[src/rtl/keypad_pkg.sv]
// Shared keypad definitions: scanner states, key map and command codes.
package keypad_pkg;

  typedef enum logic [1:0] {
    SCAN,
    DEBOUNCE,
    PRESSED,
    RELEASE
  } state_e;

  localparam logic [3:0] KEY_IDLE = 4'd15;
  localparam logic [3:0] KEY_ADD  = 4'd10;
  localparam logic [3:0] KEY_SUB  = 4'd11;
  localparam logic [3:0] KEY_MUL  = 4'd12;

  // KEYMAP[row][col]
  localparam logic [3:0] KEYMAP [4][4] = '{
    '{4'd1,  4'd2, 4'd3,  4'd10},
    '{4'd4,  4'd5, 4'd6,  4'd11},
    '{4'd7,  4'd8, 4'd9,  4'd12},
    '{4'd14, 4'd0, 4'd15, 4'd13}
  };

  // Index of the lowest-numbered active-low row; lower rows win on multi-key presses.
  function automatic logic [1:0] lowest_low(input logic [3:0] rows);
    logic [1:0] idx;
    logic       found;
    idx   = '0;
    found = 1'b0;
    for (int unsigned i = 0; i < 4; i++) begin
      if (!rows[i] && !found) begin
        idx   = 2'(i);
        found = 1'b1;
      end
    end
    return idx;
  endfunction

endpackage

[src/rtl/keypad_scanner_sync2.sv]
// Two-flop synchronizer for the asynchronous keypad row lines; idles high.
module sync2 (
  input  logic       clk,
  input  logic       rst_n,
  input  logic [3:0] d,
  output logic [3:0] q
);

  logic [3:0] meta_q, meta_d;
  logic [3:0] sync_q, sync_d;

  // Next-state: shift the raw rows through two stages.
  always_comb begin
    meta_d = d;
    sync_d = meta_q;
  end

  // Synchronizer registers, released high so no key appears pressed out of reset.
  always_ff @(posedge clk or negedge rst_n) begin
    if (!rst_n) begin
      meta_q <= '1;
      sync_q <= '1;
    end else begin
      meta_q <= meta_d;
      sync_q <= sync_d;
    end
  end

  assign q = sync_q;

endmodule

[src/rtl/keypad_scanner.sv]
// 4x4 active-low keypad scanner with press/release debounce; one key_valid per press.
module keypad_scanner
  import keypad_pkg::*;
#(
  parameter int unsigned SCAN_DIV   = 100000,
  parameter int unsigned DEB_CYCLES = 2000000
) (
  input  logic       clk,
  input  logic       rst_n,
  input  logic [3:0] row_n,
  output logic [3:0] col_n,
  output logic [3:0] key_code,
  output logic       key_valid,
  output logic       key_down
);

  localparam int unsigned DIV_W = (SCAN_DIV > 1) ? $clog2(SCAN_DIV) : 1;
  localparam int unsigned DEB_W = (DEB_CYCLES > 1) ? $clog2(DEB_CYCLES) : 1;
  localparam logic [DIV_W-1:0] DIV_LAST = DIV_W'(SCAN_DIV - 1);
  localparam logic [DEB_W-1:0] DEB_LAST = DEB_W'(DEB_CYCLES - 1);

  logic [3:0]       row_s;
  state_e           state_q, state_d;
  logic [1:0]       col_q, col_d;
  logic [DIV_W-1:0] div_cnt_q, div_cnt_d;
  logic [DEB_W-1:0] deb_cnt_q, deb_cnt_d;
  logic [3:0]       row_pat_q, row_pat_d;
  logic [1:0]       row_idx_q, row_idx_d;
  logic [3:0]       key_code_q, key_code_d;
  logic             key_valid_q, key_valid_d;
  logic             key_down_q, key_down_d;

  sync2 u_sync2 (
    .clk   (clk),
    .rst_n (rst_n),
    .d     (row_n),
    .q     (row_s)
  );

  // Scan/debounce FSM next-state and output logic.
  always_comb begin
    state_d     = state_q;
    col_d       = col_q;
    div_cnt_d   = div_cnt_q;
    deb_cnt_d   = deb_cnt_q;
    row_pat_d   = row_pat_q;
    row_idx_d   = row_idx_q;
    key_code_d  = key_code_q;
    key_valid_d = 1'b0;
    key_down_d  = key_down_q;

    case (state_q)
      SCAN: begin
        if (div_cnt_q == DIV_LAST) begin
          div_cnt_d = '0;
          if (row_s == 4'hF) begin
            col_d = col_q + 2'd1;
          end else begin
            row_pat_d = row_s;
            row_idx_d = lowest_low(row_s);
            deb_cnt_d = '0;
            state_d   = DEBOUNCE;
          end
        end else begin
          div_cnt_d = div_cnt_q + DIV_W'(1);
        end
      end

      DEBOUNCE: begin
        if (row_s != row_pat_q) begin
          deb_cnt_d = '0;
          div_cnt_d = '0;
          state_d   = SCAN;
        end else if (deb_cnt_q == DEB_LAST) begin
          deb_cnt_d = '0;
          state_d   = PRESSED;
        end else begin
          deb_cnt_d = deb_cnt_q + DEB_W'(1);
        end
      end

      PRESSED: begin
        key_code_d  = KEYMAP[row_idx_q][col_q];
        key_valid_d = 1'b1;
        key_down_d  = 1'b1;
        deb_cnt_d   = '0;
        state_d     = RELEASE;
      end

      RELEASE: begin
        // Only the latched row matters; other keys are ignored until release.
        if (!row_s[row_idx_q]) begin
          deb_cnt_d = '0;
        end else if (deb_cnt_q == DEB_LAST) begin
          deb_cnt_d  = '0;
          div_cnt_d  = '0;
          key_down_d = 1'b0;
          col_d      = col_q + 2'd1;
          state_d    = SCAN;
        end else begin
          deb_cnt_d = deb_cnt_q + DEB_W'(1);
        end
      end

      default: begin
        state_d = SCAN;
      end
    endcase
  end

  // State, counters and output registers.
  always_ff @(posedge clk or negedge rst_n) begin
    if (!rst_n) begin
      state_q     <= SCAN;
      col_q       <= '0;
      div_cnt_q   <= '0;
      deb_cnt_q   <= '0;
      row_pat_q   <= '1;
      row_idx_q   <= '0;
      key_code_q  <= KEY_IDLE;
      key_valid_q <= 1'b0;
      key_down_q  <= 1'b0;
    end else begin
      state_q     <= state_d;
      col_q       <= col_d;
      div_cnt_q   <= div_cnt_d;
      deb_cnt_q   <= deb_cnt_d;
      row_pat_q   <= row_pat_d;
      row_idx_q   <= row_idx_d;
      key_code_q  <= key_code_d;
      key_valid_q <= key_valid_d;
      key_down_q  <= key_down_d;
    end
  end

  // One-hot-low column drive decoded from the column index.
  always_comb begin
    col_n        = '1;
    col_n[col_q] = 1'b0;
  end

  assign key_code  = key_code_q;
  assign key_valid = key_valid_q;
  assign key_down  = key_down_q;

endmodule

[config.mk]
export PLATFORM = sky130hd
export DESIGN_NAME = keypad_scanner
export DESIGN_NICKNAME = d
export VERILOG_FILES = /design/src/rtl/keypad_pkg.sv /design/src/rtl/keypad_scanner_sync2.sv /design/src/rtl/keypad_scanner.sv
export SDC_FILE = /design/constraint.sdc
export NUM_CORES = 1
export LEC_CHECK = 0
export ABC_AREA = 1
export CORE_ASPECT_RATIO = 1.2
export CORE_UTILIZATION = 40
export CTS_BUF_LIST = sky130_fd_sc_hd__clkbuf_2
export CTS_CLUSTER_SIZE = 12
export DETAILED_ROUTE_END_ITERATION = 7
export PLACE_DENSITY = 0.64
export SLEW_MARGIN = 20
export SYNTH_ARGS = -nofsm -noshare
export SYNTH_HDL_FRONTEND = slang
export SYNTH_SLANG_ARGS = --single-unit
[constraint.sdc]
create_clock -name clk -period 4.8 [get_ports clk]
set_input_delay 0.48 -clock clk [delete_from_list [all_inputs] [get_ports clk]]
set_output_delay 0.48 -clock clk [all_outputs]
set_load 0.005 [all_outputs]
### After elaboration in Yosys (flattened, before gate mapping)

Index checks and enable logic that the tools add are counted.

| word-level totals | value |
|---|---|
| output and inout port bits | 10 |
| bits in registers | 62 |
| word-level logic and storage cells | 109 |
| input port bits | 6 |

| cells by class | value |
|---|---|
| equality and inequality tests | 14 |
| magnitude comparators | 5 |
| bitwise gates (word level) | 4 |
| muxes and demuxes | 52 |
| add/sub/neg operators | 3 |
| reductions and logical operators | 20 |

Operators with widths:

| kind | number |
|---|---|
| $mux W21 | 5 |
| $pmux W21 S4 | 1 |
| $mux W17 | 4 |
| $pmux W17 S3 | 1 |
| $bmux W16 S2 | 1 |
| $mux W16 | 2 |
| $mux W2 | 12 |
| $add A21 B1 Y21 const B | 1 |
| $eq A21 B21 Y1 const B | 1 |
| $mux W1 | 18 |
| $add A17 B1 Y17 const B | 1 |
| $eq A17 B17 Y1 const B | 1 |
| $ne A2 B2 Y1 const B | 6 |
| $reduce_and A5 Y1 | 2 |
| $bmux W4 S2 | 1 |
| $mux W4 | 2 |
| $pmux W2 S4 | 1 |
| $ge A3 B3 Y1 const B | 2 |
| $logic_not A1 Y1 | 6 |
| $lt A2 B3 Y1 const B | 2 |
| $not A2 Y3 | 2 |
| $reduce_and A3 Y1 | 2 |
| $eq A2 B2 Y1 const B | 2 |
| $eq A4 B4 Y1 const B | 1 |
| other kinds (17) | 21 |

### Depth between registers and ports, before layout

Gate-level depths: netlist (run 1).

| logic depth | value |
|---|---|
| depth in word-level cells | 19 |
| mapped depth | 11 |
| mapped depth without buffers | 11 |

### By module

A second synthesis (run 1) with hierarchy kept.

| second synthesis, totals | value |
|---|---|
| cells, all modules | 542 |
| area total of the unflattened synthesis | 3851.2 um^2 |

By module, submodules not included:

| module | times used | area an instance (um^2) | cells each | seq. area each (um^2) |
|---|---|---|---|---|
| keypad_scanner | 1 | 3641.0 | 534 | 1361.3 |
| sync2 | 1 | 210.2 | 8 | 210.2 |

### Worst setup path after synthesis (run 1)

Ideal clock, no wire load.

| timing | value |
|---|---|
| kind | flip-flop to flip-flop |
| start | register deb_cnt_q[0] |
| end | register div_cnt_q[10] |
| setup slack | 3.207 ns |
| setup time | 0.119 ns |
| cell stages (with the launch flop) | 10 |
| buffers on the path | 1 |
| clock period less this slack | 1.593 ns |
| arrival | 1.474 ns |
| data required time | 4.681 ns |
| cells stage by stage | dfrtp_1 -> ha_1 -> nand3_4 -> nor2_4 -> nand3_4 -> nand2_4 -> nand4_4 -> buf_6 -> nand2_1 -> o21ai_2 |

| on the way | value |
|---|---|
| longest elaborated chain between the ends | 3 |

RTL lines:

| item | RTL line | source |
|---|---|---|
| start: declaration | keypad_scanner.sv:26 | `logic [DEB_W-1:0] deb_cnt_q, deb_cnt_d;` |
| start signal: assignment | keypad_scanner.sv:127 | `deb_cnt_q <= deb_cnt_d;` |
| $eq A21 B21 Y1 | keypad_scanner.sv:94 | `end else if (deb_cnt_q == DEB_LAST) begin` |
| $ne A2 B2 Y1 (no line) | -- |  |
| $reduce_and A4 Y1 (no line) | -- |  |
| end signal: assignment | keypad_scanner.sv:126 | `div_cnt_q <= div_cnt_d;` |
| end: declaration | keypad_scanner.sv:25 | `logic [DIV_W-1:0] div_cnt_q, div_cnt_d;` |

No other way between the ends.
A chain may end at the register's enable or synchronous reset.

### Worst setup path after layout (run 1)

| timing | value |
|---|---|
| start | register col_q[0] |
| end | output col_n[0] |

| on the way | value |
|---|---|
| longest elaborated chain between the ends | 5 |
| elaborated cells between the ends (all ways) | 6 |
| those cells by class | order compare (2); mux (2); bitwise (1); reduce/logical (1) |

RTL lines:

| item | RTL line | source |
|---|---|---|
| start: declaration | keypad_scanner.sv:24 | `logic [1:0] col_q, col_d;` |
| start signal: assignment | keypad_scanner.sv:125 | `col_q <= col_d;` |
| $lt A2 B3 Y1 (not written as such) / $ge A2 B1 Y1 (equally long branches) | keypad_scanner.sv:139 | `col_n[col_q] = 1'b0;` |
| $logic_and A1 B1 Y1 (not written as such) | keypad_scanner.sv:139 |  |
| $mux W1 (not written as such) | keypad_scanner.sv:139 |  |
| $demux W1 S2 * | keypad_scanner.sv:139 |  |
| $not A4 Y4 (no line) * | -- |  |
| end: declaration | keypad_scanner.sv:11 | `output logic [3:0] col_n,` |

Mark *: on every way between the ends. The rest lies on a longest branch, timed or not.

==> impl_metrics.ini, run 1 <==
[yosys]
synth_ff_type = dfrtp_1
syn-cell-area_um2 = 4056
ys_warn_count = 0
synth_compound_area_share_pct = 8.174
netlist_top_cells_count = nand2_1, nor2_1, nand3_1, inv_1, dfrtp_1
yosys-top-cells-area = dfrtp_1, nand2_1, dfstp_2
syn_avg_cell_area_um2 = 7.309
synth-edff-count = 0
synth-seq-cells = 62
synth_top_cell_by_area = dfrtp_1
synth_most_common_cell = nand2_1
postSynthCellCount = 555
ys_async_sr_fraction_pct = 100.0
synth_simple_gate_area_share_pct = 39.67
synth_adder_area_share_pct = 1.851
synth_xor_area_share_pct = 3.023
syn-num-nets = 567
synth_top_family_by_area = simple AND/OR/NAND/NOR gates
netlist-cell-type-count = 41
synth_top_area_share_pct = 28.38
synthMuxAreaShare_pct = 0.2468
ys_seq_area_share_pct = 38.74

[worst_setup_path]
cpMostUsedCell = inv_1
cp_top_family = buffers and inverters
path_buf_inv = 3
worst_setup_path_start_kind = flop
crit_arrival_ps = 1920
ff2ff_path_depth = 8
cp.required_ps = 4320
critical_path_class = flop to primary output
cpMaxStageDelayCell = dfrtp_1
r2r-start = deb_cnt_q[0]$_DFFE_PN0P_
r2r_setup_slack_ps = 2840
crit_path_end_kind = primary output
reg2reg_to = div_cnt_q[4]$_DFFE_PN0P_
cpPeakStageDelay_ps = 490
worstPathMaxFanout = 7
path_cells = inv_1 > ha_1 > inv_1 > clkdlybuf4s50_1

[global_route]
grt_busiest_layer = met2
grt_first_pass_wirelength_um = 16460
grt_use_met1_pct = 24.19
gr-usage-met3_pct = 3.997
grt_use_total_pct = 19.63
grt_max_degree = 63
grt_pass1_vias = 3579
overflow = 0
grt.met2_usage_pct = 32.99
antenna_found_initial = 0

[run]
max_cap_viol_count = 0

[min_path]
hold_class = input pin to async pin

[placed_design]
dpl.hpwl_um = 6815
pre_cts_ws_ps = 2849
port_buffers = 15
place_area_um2 = 4285
gp_congestion = 0.9059

[finish]
post-route-util_pct = 45.36
final_area_um2 = 4404
drive_gt1_share_pct = 15.08
area_delta_synth_final_pct = 8.575
n_antenna_cell = 0
nets = 584
n_fill_cell = 979

[clock_network]
htreeDepth = 3
cts_setup_buffers = 0
clk_path_buf_depth = 2
clock-sinks = 62
clk_latency_ps = 530
cts_buffers = 9
ctsHoldBuffers = 0
clk_pin_slew_ps = 210
cts_resized = 0
clockRootBuffer = clkbuf_2
cts_tree = yes

[detailed_routing]
vias = 3706
routed_via_density = 5.294
drtIter0Drc = 215
dr.pass1.iters = 7
wl_um = 9440
wl_per_cell_um = 13.49
antenna_left = 0
drcViolationCount = 0

[sta]
slew_headroom_pct = 48.14
hold_viol = 0
finalSetupViolations = 0
tns_ps = 0
finalWorstSetupSlack_ps = 2401
worst_pin_slew_ps = 777.9
rsz0062_at_grt = no
fmax_ghz = 0.4168
finalCritPeriodShare_pct = 49.99
min_period_ps = 2399
fin_skew_ps = 30.99
slew_violations = 0

[pwr]
power_uw = 901.1
sequentialPowerShare_pct = 59.0
internal-power_uw = 656.3
leakage_nw = 1.927
switching_share_pct = 27.17
ir_worst_vdd_mv = 0.1838
clkPwrFrac_pct = 38.4
powerDensity_nw_per_um2 = 204.6
p_sw_uw = 244.8
comb_power_share_pct = 2.6

[die]
fp.dieH_um = 112.3
dieArea_um2 = 10550
initial_core_util_pct = 41.77
rows = 39
io_pins = 16
core_um2 = 9711
die_w_um = 93.93

[outcome]
outcome = finished clean
per-layer routing:
layer  wire (um)  part of all wire, %
met2        4643                   49
met1        4171                   44
met3         355                  3.8
met4         269                  2.8
met5           0                    0
cell usage in the layout (no fill, tap or decap), drive strengths merged, types with 2 or more instances in the layout:
cell and n:
a21oi 13, buf 2, clkbuf 9, clkdlybuf4s50 14, clkinv 5, clkinvlp 3
dfrtp 46, dfstp 16, ha 6, inv 67, nand2 162, nand3 62
nand4 26, nor2 77, nor3 9, o211ai 3, o21ai 27, o21bai 2
o22ai 3, or2 2, xor2 13
stage by stage:
stage,cells,hold slack [ps]
4_1_cts,700,91.62
2_1_floorplan,555,184.4
6_report,700,69.09
3_5_place_dp,684,347.3
5_1_grt,700,99.65
3_3_place_gp,684,346.3
worst max-delay path by stage:
| stage | from | to | slack, ps | cells past startpoint |
|---|---|---|---|---|
| 4_1_cts | col_q[0]$_DFFE_PN0P_ | col_n[0] | 2370 | 4 |
| 5_1_grt | col_q[0]$_DFFE_PN0P_ | col_n[0] | 2260 | 4 |
| 6_report | col_q[0]$_DFFE_PN0P_ | col_n[0] | 2400 | 4 |
| 3_5_place_dp | deb_cnt_q[0]$_DFFE_PN0P_ | div_cnt_q[10]$_DFFE_PN0P_ | 2850 | 8 |
| 2_1_floorplan | deb_cnt_q[0]$_DFFE_PN0P_ | div_cnt_q[10]$_DFFE_PN0P_ | 3210 | 9 |
| 3_3_place_gp | deb_cnt_q[0]$_DFFE_PN0P_ | div_cnt_q[3]$_DFFE_PN0P_ | 2920 | 8 |
layout make-up:
class	instances	area [um2]	share of cell area, %
clock buffers	9	45.04	1.023
multi-input cells	414	2148	48.78
inverters	69	259.0	5.881
well taps	123	153.9	3.494
flip-flops and latches	62	1572	35.68
repair buffers	16	152.6	3.466
clock inverters	7	73.82	1.676
cells by family after synthesis:
| family | count (synthesis) |
|---|---|
| adder cells (fa/ha/maj) | 6 |
| AO/OA/AOI/OAI | 53 |
| buffers and inverters | 79 |
| multiplexers | 1 |
| flip-flops | 62 |
| XOR/XNOR | 14 |
| AND/OR/NAND/NOR | 340 |
registers in the layout, indices dropped and copies added, names as in the netlist, named ones only:
signal          cells
deb_cnt_q          21
div_cnt_q          17
key_code            4
row_pat_q           4
u_sync2.meta_q      4
u_sync2.q           4
col_q               2
row_idx_q           2
key_down            1
key_valid           1
state_q             1
power groups by stage:
| stage | Sequential, mW | Clock (mW) | Combinational, mW |
|---|---|---|---|
| 6_report | 0.532 | 0.346 | 0.0232 |
| 5_1_grt | 0.533 | 0.377 | 0.0275 |
| 4_1_cts | 0.532 | 0.356 | 0.0246 |
| 3_5_place_dp | 0.541 | 0 | 0.0245 |
| 3_3_place_gp | 0.540 | 0 | 0.0244 |
| 2_1_floorplan | 0.540 | 0 | 0.00716 |
(Power assumes the default switching activity.)
==> inputs of run 2 (changes only) <==
--- a/config.mk
+++ b/config.mk
@@ -11,7 +11,7 @@
 export CTS_BUF_LIST = sky130_fd_sc_hd__clkbuf_2
 export CTS_CLUSTER_SIZE = 12
 export DETAILED_ROUTE_END_ITERATION = 7
-export PLACE_DENSITY = 0.64
+export PLACE_DENSITY = 0.66
 export SLEW_MARGIN = 20
 export SYNTH_ARGS = -nofsm -noshare
 export SYNTH_HDL_FRONTEND = slang
==> constraint.sdc (replaced) <==
create_clock -name clk -period 2 [get_ports clk]
set_input_delay 0.2 -clock clk [delete_from_list [all_inputs] [get_ports clk]]
set_output_delay 0.2 -clock clk [all_outputs]
set_load 0.005 [all_outputs]
==> run 2 against run 1 <==
Core utilization rose by 1.7 points. Routed wire length rose by 3.1%. Total power rose to 2.6 times the previous value. Register-to-register slack got worse by 2700 ps. Global-route usage rose by 0.50 points. Count of clock-buffer cells in the layout did not move. Final cell count rose by 2.0%. Via count rose by 0.40%. First-iteration DRC count fell by 18%. Critical path depth fell by 1. Die area did not move. Highest routed layer unchanged.
==> impl_metrics.ini, run 2 (synthesis gave the netlist of run 1 again) <==
[placed_design]
gp_congestion = 0.9045
port_buffers = 15
place_area_um2 = 4363
dpl.hpwl_um = 7085

[detailed_routing]
drcViolationCount = 0
drtIter0Drc = 177
dr.pass1.iters = 5
wl_um = 9728
wl_per_cell_um = 13.62
vias = 3721
routed_via_density = 5.211
antenna_left = 0

[global_route]
grt_pass1_vias = 3609
antenna_found_initial = 0
grt_first_pass_wirelength_um = 16790
grt_use_total_pct = 20.13
grt_max_degree = 46
overflow = 0

[finish]
area_delta_synth_final_pct = 12.68
seq_area_um2 = 1573
layout_common_cells = nand2_1, nor2_1, nand3_1, inv_1, dfrtp_1
layout_commonest_cell = nand2_1
multi_input_area_um2 = 2151
n_antenna_cell = 0
regMostFlops = deb_cnt_q
final_area_um2 = 4571
nets = 598
largestRegisters = deb_cnt_q (21), div_cnt_q (17)
post-route-util_pct = 47.07
drive_gt1_share_pct = 17.77
largest_register_ffs = 21
n_fill_cell = 973

[sta]
worst_pin_slew_ps = 465.5
finalCritPeriodShare_pct = 95.20
slew_violations = 0
fmax_ghz = 0.5252
slew_headroom_pct = 68.97
finalSetupViolations = 0
fin_skew_ps = 25.94
tns_ps = 0
rsz0062_at_grt = no
hold_viol = 0
min_period_ps = 1904

[worst_setup_path]
critical_path_class = flop to primary output
worstPathMaxFanout = 2
cp.required_ps = 1800
crit_arrival_ps = 1700
crit_path_end_kind = primary output
worst_setup_path_start_kind = flop

[clock_network]
clk_pin_slew_ps = 220
htreeDepth = 3
cts_tree = yes
clk_path_buf_depth = 2
clk_latency_ps = 520
clock-sinks = 62
cts_buffers = 9
clockRootBuffer = clkbuf_2

[pwr]
powerDensity_nw_per_um2 = 503.7
power_mw = 2.302
ir_worst_vdd_mv = 0.3996
leakage_nw = 2.036

[run]
max_cap_viol_count = 0

[die]
fp.dieH_um = 112.3
initial_core_util_pct = 41.77
io_pins = 16
rows = 39
die_w_um = 93.93
dieArea_um2 = 10550
core_um2 = 9711

[min_path]
hold_class = input pin to flop

[outcome]
outcome = finished clean
==> run 2: changes by cell type in the layout (fill, tap and decap cells not counted), sizes merged <==
cell           delta
bufinv            +1
buf              +13
clkinvlp          -1
dlygate4sd3       +1
dlymetal6s2s      +2
dlygate4sd2       +1
clkdlybuf4s50     -3
==> run 2: area by class of cell <==
type	instances	area share (%)
Timing Repair Buffer	30	6.324
Sequential cell	62	34.41
Inverter	69	5.721
Clock buffer	9	0.9855
Clock inverter	7	2.135
Tap cell	123	3.367
Multi-Input combinational cell	414	47.06
==> run 2: metal layers <==
metal | routed length, um | vias up | GRT usage [%]
met5 | 0 | - | 0
li1 | - | 1877 | -
met2 | 4823 | 66 | 33.53
met1 | 4401 | 1755 | 25.59
met3 | 263 | 23 | 3.049
met4 | 240 | 0 | 8.923
==> run 2: final timing paths <==
kind / start / depth (start not counted) / to / slack [ps]
min reg2reg: u_sync2.meta_q[2]$_DFF_PN1_ / 0 / u_sync2.q[2]$_DFF_PN1_ / 370
max in group asynchronous: rst_n / 3 / row_pat_q[2]$_DFFE_PN1P_ / 1190
min in group asynchronous: rst_n / 2 / deb_cnt_q[16]$_DFFE_PN0P_ / 130
max reg2reg: div_cnt_q[0]$_DFFE_PN0P_ / 10 / div_cnt_q[16]$_DFFE_PN0P_ / 130
max: col_q[0]$_DFFE_PN0P_ / 3 / col_n[3] / 100
min: row_n[1] / 1 / u_sync2.meta_q[1]$_DFF_PN1_ / 50
==> run 2: through the flow <==
step | cells | setup slack (ps) | hold WS, ps
after detailed placement | 691 | 167.9 | 187.7
after global placement | 691 | 208.1 | 178.1
after floorplan | 555 | 406.8 | -95.59
after CTS | 712 | 2.849 | 25.35
after global routing | 714 | 13.72 | 12.68
final | 714 | 95.99 | 53.72
==> run 2: what timing repair did <==
item                       in CTS  in global routing
gates resized for setup         5                  3
hold endpoints to repair       19                  0
hold buffers                    1                  0
pin swaps                       0                  0
buffers inserted                4                  2
setup endpoints to repair       3                  5
==> run 2: worst max-delay path: stages (launching register included) <==
cell and delay [ps]:
dfrtp_2 470, ha_1 190, inv_1 40, clkdlybuf4s50_1 480
==> run 2: where the power goes <==
group	total (mW)	internal [mW]	switching, mW
clock network	0.962	0.417	0.545
registers	1.28	1.27	0.00555
logic	0.0631	0.0192	0.0439
==> inputs of run 3 (changes only) <==
--- a/config.mk
+++ b/config.mk
@@ -7,11 +7,11 @@
 export LEC_CHECK = 0
 export ABC_AREA = 1
 export CORE_ASPECT_RATIO = 1.2
-export CORE_UTILIZATION = 40
+export CORE_UTILIZATION = 57
 export CTS_BUF_LIST = sky130_fd_sc_hd__clkbuf_2
 export CTS_CLUSTER_SIZE = 12
 export DETAILED_ROUTE_END_ITERATION = 7
-export PLACE_DENSITY = 0.66
+export PLACE_DENSITY = 0.86
 export SLEW_MARGIN = 20
 export SYNTH_ARGS = -nofsm -noshare
 export SYNTH_HDL_FRONTEND = slang
==> run 3 against run 2 <==
Global-route usage is 9.8 points higher. Worst hold slack improved by 24 ps. Sequential power is essentially flat. Clock skew grew 0.99 ps. First-iteration DRC count increased by 66%. Die area down 29%. Register-to-register slack improved by 70 ps. Via count grew 3.3%.
==> impl_metrics.ini, run 3 (synthesis gave the netlist of run 1 again) <==
[clock_network]
htreeDepth = 3
clk_latency_ps = 520
clockRootBuffer = clkbuf_2
cts_tree = yes
cts_buffers = 9
clk_path_buf_depth = 2
clock-sinks = 62
clk_pin_slew_ps = 170

[die]
io_pins = 16
core_um2 = 6854
fp.dieH_um = 94.41
dieArea_um2 = 7459
rows = 33
die_w_um = 79.01
initial_core_util_pct = 59.18

[sta]
fmax_ghz = 0.5210
hold_viol = 0
worst_pin_slew_ps = 459.0
fin_skew_ps = 26.92
slew_violations = 0
slew_headroom_pct = 69.40
finalSetupViolations = 0
finalCritPeriodShare_pct = 95.97
min_period_ps = 1919

[global_route]
grt_pass1_vias = 3994
grt_use_total_pct = 29.88
antenna_found_initial = 0
grt_first_pass_wirelength_um = 17100
overflow = 0
grt_max_degree = 63

[finish]
drive_gt1_share_pct = 17.63
nets = 597
final_area_um2 = 4516
n_antenna_cell = 0
n_fill_cell = 594
largest_register_ffs = 21
layout_commonest_cell = nand2_1
finalNonFillerCells = 677
area_delta_synth_final_pct = 11.32
layout_common_cells = nand2_1, nor2_1, nand3_1, inv_1, dfrtp_1
seq_area_um2 = 1573
multi_input_area_um2 = 2151
largestRegisters = deb_cnt_q (21), div_cnt_q (17)
regMostFlops = deb_cnt_q

[worst_setup_path]
worst_setup_path_start_kind = flop
worstPathMaxFanout = 4
crit_arrival_ps = 1720
cp.required_ps = 1800
critical_path_class = flop to primary output
crit_path_end_kind = primary output

[outcome]
outcome = finished clean

[placed_design]
gp_congestion = 0.9707
port_buffers = 15
dp.cells = 657
place_area_um2 = 4333
dpl.hpwl_um = 7508

[detailed_routing]
drcViolationCount = 0
antenna_left = 0
wl_um = 10070
wl_per_cell_um = 14.88
drtIter0Drc = 294
dr.pass1.iters = 5
routed_via_density = 5.675
vias = 3842

[pwr]
powerDensity_nw_per_um2 = 498.1
ir_worst_vdd_mv = 0.4287
leakage_nw = 2.036
power_mw = 2.249

[run]
max_cap_viol_count = 0

[min_path]
hold_class = input pin to flop
==> run 3: layout make-up <==
cell class	instances	area share (%)
Clock buffer	10	1.108
Clock inverter	6	1.912
Inverter	69	5.791
Multi-Input combinational cell	414	47.63
Sequential cell	62	34.83
Tap cell	87	2.411
Timing Repair Buffer	29	6.318
==> run 3: path summary, 6_finish.rpt <==
path / startpoint / to / slack (ps) / depth (start not counted)
setup / recovery: col_q[1]$_DFFE_PN0P_ / col_n[1] / 80 / 4
setup reg to reg: div_cnt_q[0]$_DFFE_PN0P_ / deb_cnt_q[15]$_DFFE_PN0P_ / 200 / 10
min in group asynchronous: rst_n / key_valid$_DFF_PN0_ / 180 / 3
hold reg to reg: u_sync2.meta_q[3]$_DFF_PN1_ / u_sync2.q[3]$_DFF_PN1_ / 360 / 0
max in group asynchronous: rst_n / row_pat_q[3]$_DFFE_PN1P_ / 1470 / 3
hold / removal: row_n[2] / u_sync2.meta_q[2]$_DFF_PN1_ / 80 / 1
==> run 3: what timing repair did <==
action / in CTS / in global routing
gates cloned: 0 / 0
endpoints found under the setup margin: 4 / 4
hold buffers: 1 / 0
endpoints found under the hold margin: 62 / 0
buffers inserted: 2 / 1
gates resized for setup: 3 / 5
==> run 3: worst max-delay path: stages (launching register included) <==
cell and delay [ps]:
dfrtp_1 440, inv_2 80, ha_1 180, inv_1 50
clkdlybuf4s50_1 480
==> run 3: metrics by stage <==
step           hold slack (ps)  worst slack, ps  TNS [ps]  utilization (%)
6_report                 77.62            80.62         0            65.88
4_1_cts                  35.46            3.488         0            65.59
3_5_place_dp             231.6            215.9         0            63.22
3_3_place_gp             231.3            284.4         0            63.22
2_1_floorplan           -95.59            406.8         0                -
5_1_grt                  30.35           -8.836    -8.836            65.88
==> run 3: routing by layer <==
| layer | vias up | GRT usage [%] | wire length, um |
|---|---|---|---|
| met5 | - | 0 | 0 |
| met4 | 0 | 19.09 | 402 |
| met3 | 35 | 5.700 | 417 |
| met2 | 134 | 56.18 | 5473 |
| met1 | 1804 | 29.71 | 3780 |
| li1 | 1869 | - | - |
==> run 3: power by group <==
group	internal [mW]	switching, mW
clock	0.417	0.495
sequential	1.27	0.00544
combinational	0.0193	0.0422
total	1.71	0.542
